--- src/rtl/pipeline_hazard_ctrl_if.sv ---
// Hazard controller bus: ID-stage tags and WB branch outcome in,
// PC/IF/ID/ID-EX/EX-WB write and bubble controls out.
interface pipeline_hazard_ctrl_if #(
  parameter int REG_ADDR_W = 6
);
  logic                  id_valid;
  logic [REG_ADDR_W-1:0] id_rs;
  logic [REG_ADDR_W-1:0] id_rt;
  logic                  id_uses_rs;
  logic                  id_uses_rt;
  logic [REG_ADDR_W-1:0] id_rd;
  logic                  id_writes_rd;
  logic                  id_is_branch;
  logic                  wb_taken;
  logic                  pc_write;
  logic                  ifid_write;
  logic                  ifid_flush;
  logic                  idex_bubble;
  logic                  exwb_bubble;

  modport master (
    output id_valid, id_rs, id_rt, id_uses_rs, id_uses_rt,
    output id_rd, id_writes_rd, id_is_branch, wb_taken,
    input  pc_write, ifid_write, ifid_flush,
    input  idex_bubble, exwb_bubble
  );

  modport slave (
    input  id_valid, id_rs, id_rt, id_uses_rs, id_uses_rt,
    input  id_rd, id_writes_rd, id_is_branch, wb_taken,
    output pc_write, ifid_write, ifid_flush,
    output idex_bubble, exwb_bubble
  );
endinterface

--- src/rtl/pipeline_hazard_ctrl.sv ---
// Interlock/flush controller for the IF/ID/EX/WB pipeline.
// Ports: clock, reset (sync, active high), bus (slave modport: ID tags,
// wb_taken in; pc/ifid/idex/exwb controls out), stall_cnt, flush_cnt.
// Option: HAZARD_WB_BYPASS_EN ignores WB-slot dependencies.
module pipeline_hazard_ctrl #(
  parameter int REG_ADDR_W = 6,
  parameter int CNT_W      = 16
) (
  input  logic                   clock,
  input  logic                   reset,
  pipeline_hazard_ctrl_if.slave  bus,
  output logic [CNT_W-1:0]       stall_cnt,
  output logic [CNT_W-1:0]       flush_cnt
);

  typedef enum logic [1:0] {
    S_RUN,
    S_STALL,
    S_FLUSH
  } state_t;

  state_t                r_state;
  state_t                w_next;

  logic                  r_ex_v;
  logic [REG_ADDR_W-1:0] r_ex_rd;
  logic                  r_ex_wr;
  logic                  r_ex_br;
  logic                  r_wb_v;
  logic [REG_ADDR_W-1:0] r_wb_rd;
  logic                  r_wb_wr;
  logic                  r_wb_br;

  logic [CNT_W-1:0]      r_stall_cnt;
  logic [CNT_W-1:0]      r_flush_cnt;

  logic                  w_flush;
  logic                  w_hz_ex;
  logic                  w_hz_wb;
  logic                  w_br_fly;
  logic                  w_hazard;

  assign w_flush = r_wb_v & r_wb_br & bus.wb_taken;

  assign w_hz_ex = r_ex_v & r_ex_wr &
    ((bus.id_uses_rs & (bus.id_rs == r_ex_rd)) |
     (bus.id_uses_rt & (bus.id_rt == r_ex_rd)));

`ifdef HAZARD_WB_BYPASS_EN
  // Register file writes before it reads: WB results are visible to ID.
  assign w_hz_wb = 1'b0;
`else
  assign w_hz_wb = r_wb_v & r_wb_wr &
    ((bus.id_uses_rs & (bus.id_rs == r_wb_rd)) |
     (bus.id_uses_rt & (bus.id_rt == r_wb_rd)));
`endif

  // Hold ID while a branch sits in EX so only one is ever unresolved.
  assign w_br_fly = r_ex_v & r_ex_br;

  assign w_hazard = bus.id_valid & (w_hz_ex | w_hz_wb | w_br_fly);

  always_comb begin
    w_next = S_RUN;
    if (w_flush)       w_next = S_FLUSH;
    else if (w_hazard) w_next = S_STALL;
  end

  always_comb begin
    bus.pc_write    = (w_next != S_STALL);
    bus.ifid_write  = (w_next != S_STALL);
    bus.ifid_flush  = (w_next == S_FLUSH);
    bus.idex_bubble = (w_next != S_RUN);
    bus.exwb_bubble = (w_next == S_FLUSH);
  end

  always_ff @(posedge clock) begin
    if (reset) begin
      r_state     <= S_RUN;
      r_ex_v      <= 1'b0;
      r_ex_rd     <= '0;
      r_ex_wr     <= 1'b0;
      r_ex_br     <= 1'b0;
      r_wb_v      <= 1'b0;
      r_wb_rd     <= '0;
      r_wb_wr     <= 1'b0;
      r_wb_br     <= 1'b0;
      r_stall_cnt <= '0;
      r_flush_cnt <= '0;
    end else begin
      r_state <= w_next;
      case (w_next)
        S_FLUSH: begin
          r_ex_v <= 1'b0;
          r_wb_v <= 1'b0;
        end
        S_STALL: begin
          r_ex_v  <= 1'b0;
          r_wb_v  <= r_ex_v;
          r_wb_rd <= r_ex_rd;
          r_wb_wr <= r_ex_wr;
          r_wb_br <= r_ex_br;
        end
        default: begin
          r_ex_v  <= bus.id_valid;
          r_ex_rd <= bus.id_rd;
          r_ex_wr <= bus.id_writes_rd;
          r_ex_br <= bus.id_is_branch;
          r_wb_v  <= r_ex_v;
          r_wb_rd <= r_ex_rd;
          r_wb_wr <= r_ex_wr;
          r_wb_br <= r_ex_br;
        end
      endcase
      // Counters follow the registered state, one cycle behind.
      if (r_state == S_STALL && r_stall_cnt != '1)
        r_stall_cnt <= r_stall_cnt + CNT_W'(1);
      if (r_state == S_FLUSH && r_flush_cnt != '1)
        r_flush_cnt <= r_flush_cnt + CNT_W'(1);
    end
  end

  assign stall_cnt = r_stall_cnt;
  assign flush_cnt = r_flush_cnt;

endmodule

--- src/flat_wrapper.sv ---
// flat-port wrapper written by rule: the top's interface ports become plain ports
module pipeline_hazard_ctrl_flat 
#(
  parameter int REG_ADDR_W = 6,
  parameter int CNT_W      = 16
)
  (clock, reset, stall_cnt, flush_cnt, bus_id_valid, bus_id_rs, bus_id_rt, bus_id_uses_rs, bus_id_uses_rt, bus_id_rd, bus_id_writes_rd, bus_id_is_branch, bus_wb_taken, bus_pc_write, bus_ifid_write, bus_ifid_flush, bus_idex_bubble, bus_exwb_bubble);
  pipeline_hazard_ctrl_if #(.REG_ADDR_W(REG_ADDR_W)) bus_i ();
  input  logic clock;
  input  logic reset;
  output logic [CNT_W-1:0] stall_cnt;
  output logic [CNT_W-1:0] flush_cnt;
  input wire logic [$bits(bus_i.id_valid)-1:0] bus_id_valid;
  input wire logic [$bits(bus_i.id_rs)-1:0] bus_id_rs;
  input wire logic [$bits(bus_i.id_rt)-1:0] bus_id_rt;
  input wire logic [$bits(bus_i.id_uses_rs)-1:0] bus_id_uses_rs;
  input wire logic [$bits(bus_i.id_uses_rt)-1:0] bus_id_uses_rt;
  input wire logic [$bits(bus_i.id_rd)-1:0] bus_id_rd;
  input wire logic [$bits(bus_i.id_writes_rd)-1:0] bus_id_writes_rd;
  input wire logic [$bits(bus_i.id_is_branch)-1:0] bus_id_is_branch;
  input wire logic [$bits(bus_i.wb_taken)-1:0] bus_wb_taken;
  output wire logic [$bits(bus_i.pc_write)-1:0] bus_pc_write;
  output wire logic [$bits(bus_i.ifid_write)-1:0] bus_ifid_write;
  output wire logic [$bits(bus_i.ifid_flush)-1:0] bus_ifid_flush;
  output wire logic [$bits(bus_i.idex_bubble)-1:0] bus_idex_bubble;
  output wire logic [$bits(bus_i.exwb_bubble)-1:0] bus_exwb_bubble;
  assign bus_i.id_valid = bus_id_valid;
  assign bus_i.id_rs = bus_id_rs;
  assign bus_i.id_rt = bus_id_rt;
  assign bus_i.id_uses_rs = bus_id_uses_rs;
  assign bus_i.id_uses_rt = bus_id_uses_rt;
  assign bus_i.id_rd = bus_id_rd;
  assign bus_i.id_writes_rd = bus_id_writes_rd;
  assign bus_i.id_is_branch = bus_id_is_branch;
  assign bus_i.wb_taken = bus_wb_taken;
  assign bus_pc_write = bus_i.pc_write;
  assign bus_ifid_write = bus_i.ifid_write;
  assign bus_ifid_flush = bus_i.ifid_flush;
  assign bus_idex_bubble = bus_i.idex_bubble;
  assign bus_exwb_bubble = bus_i.exwb_bubble;
  pipeline_hazard_ctrl #(.REG_ADDR_W(REG_ADDR_W), .CNT_W(CNT_W)) u_core (.clock(clock), .reset(reset), .bus(bus_i), .stall_cnt(stall_cnt), .flush_cnt(flush_cnt));
endmodule
--- config.mk ---
export PLATFORM = sky130hd
export DESIGN_NAME = pipeline_hazard_ctrl_flat
export DESIGN_NICKNAME = d
export VERILOG_FILES = /design/src/rtl/pipeline_hazard_ctrl_if.sv /design/src/rtl/pipeline_hazard_ctrl.sv /design/src/flat_wrapper.sv
export SDC_FILE = /design/constraint.sdc
export NUM_CORES = 1
export LEC_CHECK = 0
export ABC_CLOCK_PERIOD_IN_PS = 4290
export BUFFER_PORTS_ARGS = -buffer_cell sky130_fd_sc_hd__buf_2
export CAP_MARGIN = 5
export CORE_UTILIZATION = 59
export CTS_BUF_LIST = sky130_fd_sc_hd__clkbuf_4 sky130_fd_sc_hd__clkbuf_8
export CTS_CLUSTER_DIAMETER = 40
export DETAILED_ROUTE_END_ITERATION = 16
export GPL_ROUTABILITY_DRIVEN = 0
export GPL_TIMING_DRIVEN = 0
export PLACE_DENSITY_LB_ADDON = 0.25
export REMOVE_ABC_BUFFERS = 1
export SYNTH_ARGS = -nofsm -noshare
export SYNTH_HDL_FRONTEND = slang
export SYNTH_SLANG_ARGS = --single-unit
--- constraint.sdc ---
create_clock -name clock -period 4.29 [get_ports clock]
set_clock_uncertainty 0.15 [all_clocks]
set_input_delay 0.2145 -clock clock [delete_from_list [all_inputs] [get_ports clock]]
set_output_delay 0.2145 -clock clock [all_outputs]
set_load 0.005 [all_outputs]
==> flow_summary.json <==
{
  "fillCellCount": 324,
  "cp.required_ps": 3930,
  "cts_resized": 0,
  "place_inst": 384,
  "ant_nets": 0,
  "drive_gt1_share_pct": 22.8,
  "start_util_pct": 62.3,
  "status": "finished, final reports clean",
  "clkSinkCount": 52,
  "pwr-share-comb_pct": 6.8,
  "seq_area_sq_um": 1040,
  "path_clk_slew_ps": 100,
  "areaGrowthSynthToFinish_pct": 17.6,
  "seqPwrFrac_pct": 52.1,
  "cp_max_fo": 9,
  "path_delay_family": "compound AO/OA/AOI/OAI gates",
  "rsz0062_at_grt": "false",
  "async_reset_ff_share_pct": 0,
  "post-route-drc-count": 0,
  "grt_usage_pct": 24.9,
  "numCtsBuffers": 5,
  "ys_types": 39,
  "critical_path.max_stage_delay_ps": 1010,
  "cts_max_path_buffers": 2,
  "first_pass_iters": 5,
  "holdWs_ps": 8.94,
  "min_period_over_period_pct": 71.3,
  "hold_path.class": "in2reg",
  "rr_worst_depth": 6,
  "arrival_ps": 2690,
  "io_pins": 63,
  "dp_hpwl_um": 3550,
  "start_kind": "flop",
  "worst-path-buf-inv": 2,
  "crit_end": "bus_idex_bubble",
  "vias": 2118,
  "fp.dieArea_sq_um": 4550,
  "ys.flop_type": "dfxtp_1",
  "regToRegSetupSlack_ps": 1610,
  "drv_slew": 0,
  "synth_seq_cells": 52,
  "die_h_um": 67.5,
  "p_per_area_nw_per_um2": 324,
  "portBuffers": 62,
  "tns_ps": 0,
  "path_cells": "xnor2_1, nand3_1, o22ai_1, a311o_1, a21oi_1, inv_2, buf_2",
  "final_common_cell": "buf_2",
  "grt_pass1_vias": 1913,
  "startpoint": "u_core.r_ex_rd[2]",
  "r2r-start": "u_core.r_ex_rd[2]",
  "synth_enable_flop_cells": 0,
  "final_cell_mix": "62 x buf_2, 52 x dfxtp_1, 33 x nor2_1",
  "fin_crit_ps": 3060,
  "regToRegEndpoint": "u_core.r_ex_wr",
  "cts_root_buf": "clkbuf_8",
  "final_cells": 392,
  "rows": 23,
  "cp_num_cells": 7,
  "ys_seq_area_share_pct": 41.2,
  "finalNetCount": 369,
  "postCtsSetupBuffers": 0,
  "grt_antenna_before_repair": 0,
  "peakVddDrop_v": 0.000292,
  "worst_slew_pin_slew_ps": 1270,
  "routedWlPerCell_um": 13.3,
  "grt_pass1_wl_um": 8420,
  "ys_warn_count": 0,
  "diodes": 0,
  "gr-total-overflow": 0,
  "setup.worst_path.end_class": "primary output",
  "multi_input_area_sq_um": 1410,
  "totalWireLength_um": 5190,
  "cts_hold_buffers": 0,
  "slew_headroom_pct": 15.1,
  "hold_viol": 0,
  "synthesis.area_sq_um": 2530,
  "p_clk_share_pct": 41.2,
  "insertion_delay_ps": 300,
  "grt_max_degree": 61,
  "core_sq_um": 4060,
  "fmax_mhz": 327,
  "p_sw_mw": 0.205,
  "vias_per_cell": 5.40,
  "htree_num_levels": 2,
  "cp_slowest_cell": "a21oi_1",
  "intPower_mw": 0.759,
  "setup_viol": 0,
  "cts_tree": "built",
  "drt_iter0_drc": 143,
  "synth_area_per_cell_sq_um": 8.87,
  "p_leak_nw": 1.29,
  "synthCells": 285,
  "die_x_um": 67.5,
  "swShare_pct": 21.2,
  "drv_cap": 0,
  "path_class": "reg2out"
}
-- flip-flops by register name, indices dropped and copies added (netlist names) --
register	cells
u_core.r_ex_wr	1
u_core.r_wb_v	1
u_core.r_ex_v	1
u_core.r_wb_br	1
u_core.flush_cnt	16
u_core.r_wb_wr	1
u_core.r_state	2
u_core.r_wb_rd	6
u_core.r_ex_rd	6
u_core.r_ex_br	1
u_core.stall_cnt	16
-- cell usage after synthesis (2+ instances only) --
cell	instances	area [sq um]
a21oi_1	11	55.1
and2_1	2	12.5
and3_1	5	31.3
and4_1	3	26.3
buf_1	2	7.51
buf_4	2	15.0
clkbuf_1	7	26.3
dfxtp_1	52	1040
ha_1	2	25.0
inv_1	3	11.3
mux2i_1	11	110
nand2_1	31	116
nand2b_1	16	100
nand3_1	15	75.1
nand4_1	12	75.1
nor2_1	33	124
nor2b_1	2	12.5
nor3_1	2	10.0
nor3b_1	3	22.5
nor4_1	2	12.5
o21ai_1	2	10.0
or3_1	2	12.5
xnor2_1	24	210
xor2_1	26	228
-- per-stage QoR --
step	worst slack (ps)	instance area, sq um	utilization, %	power, mW
finish	1230	2970	73.3	0.964
global route	1040	2970	73.3	0.999
CTS	1250	2970	73.3	0.972
detailed placement	1610	2840	69.9	0.577
global placement	1630	2840	69.9	0.575
floorplan	2130	2460	-	0.546
-- worst reg2reg max path, stage by stage, from the launching register on --
cell,delay [ps]
dfxtp_1,420
xnor2_1,120
nand3_1,110
o22ai_1,100
a311o_1,410
a21oi_1,1010
mux2i_1,280
-- worst min path at each step --
stage,startpoint,end,slack [ps],cells past startpoint
3_3_place_gp,u_core.r_wb_wr,u_core.r_wb_wr,310,2
6_report,bus_id_rd[3],u_core.r_ex_rd[3],9,3
5_1_grt,bus_id_rd[2],u_core.r_ex_rd[2],30,3
3_5_place_dp,bus_id_rd[2],u_core.r_ex_rd[2],330,3
2_1_floorplan,reset,u_core.r_wb_rd[0],130,1
4_1_cts,bus_id_rd[3],u_core.r_ex_rd[3],2,3
-- cell families (layout without fill, tap and decap cells) --
kind of cell,Yosys count,in the layout,synth area share [%]
multiplexers,11,11,4.35
XOR/XNOR,50,50,17.3
adder cells (fa/ha/maj),2,2,0.989
AO/OA/AOI/OAI,21,21,6.38
flip-flops,52,52,41.2
buffers and inverters,17,74,3.17
AND/OR/NAND/NOR,132,132,26.6
-- power groups by stage --
stage	registers [mW]	clock network, mW	logic [mW]
after CTS	0.502	0.405	0.0653
after detailed placement	0.513	0	0.0643
final	0.502	0.397	0.0652
after global routing	0.503	0.423	0.0727
after floorplan	0.510	0	0.0357
after global placement	0.512	0	0.0626
-- per-layer routing --
layer	vias to the layer above	GRT usage [%]	part of all wire (%)
li1	1073	-	-
met1	966	30.3	45
met2	69	40.5	48
met3	10	7.60	5.3
met4	0	10.1	1.8
met5	-	0	0
-- cell type report --
type / count / share of cell area (%)
Clock buffer: 5 / 2.31
Clock inverter: 3 / 2.31
Inverter: 4 / 0.505
Multi-Input combinational cell: 216 / 47.3
Sequential cell: 52 / 35.0
Tap cell: 50 / 2.10
Timing Repair Buffer: 62 / 10.4
Note: power is estimated with default switching activity, not from simulation.
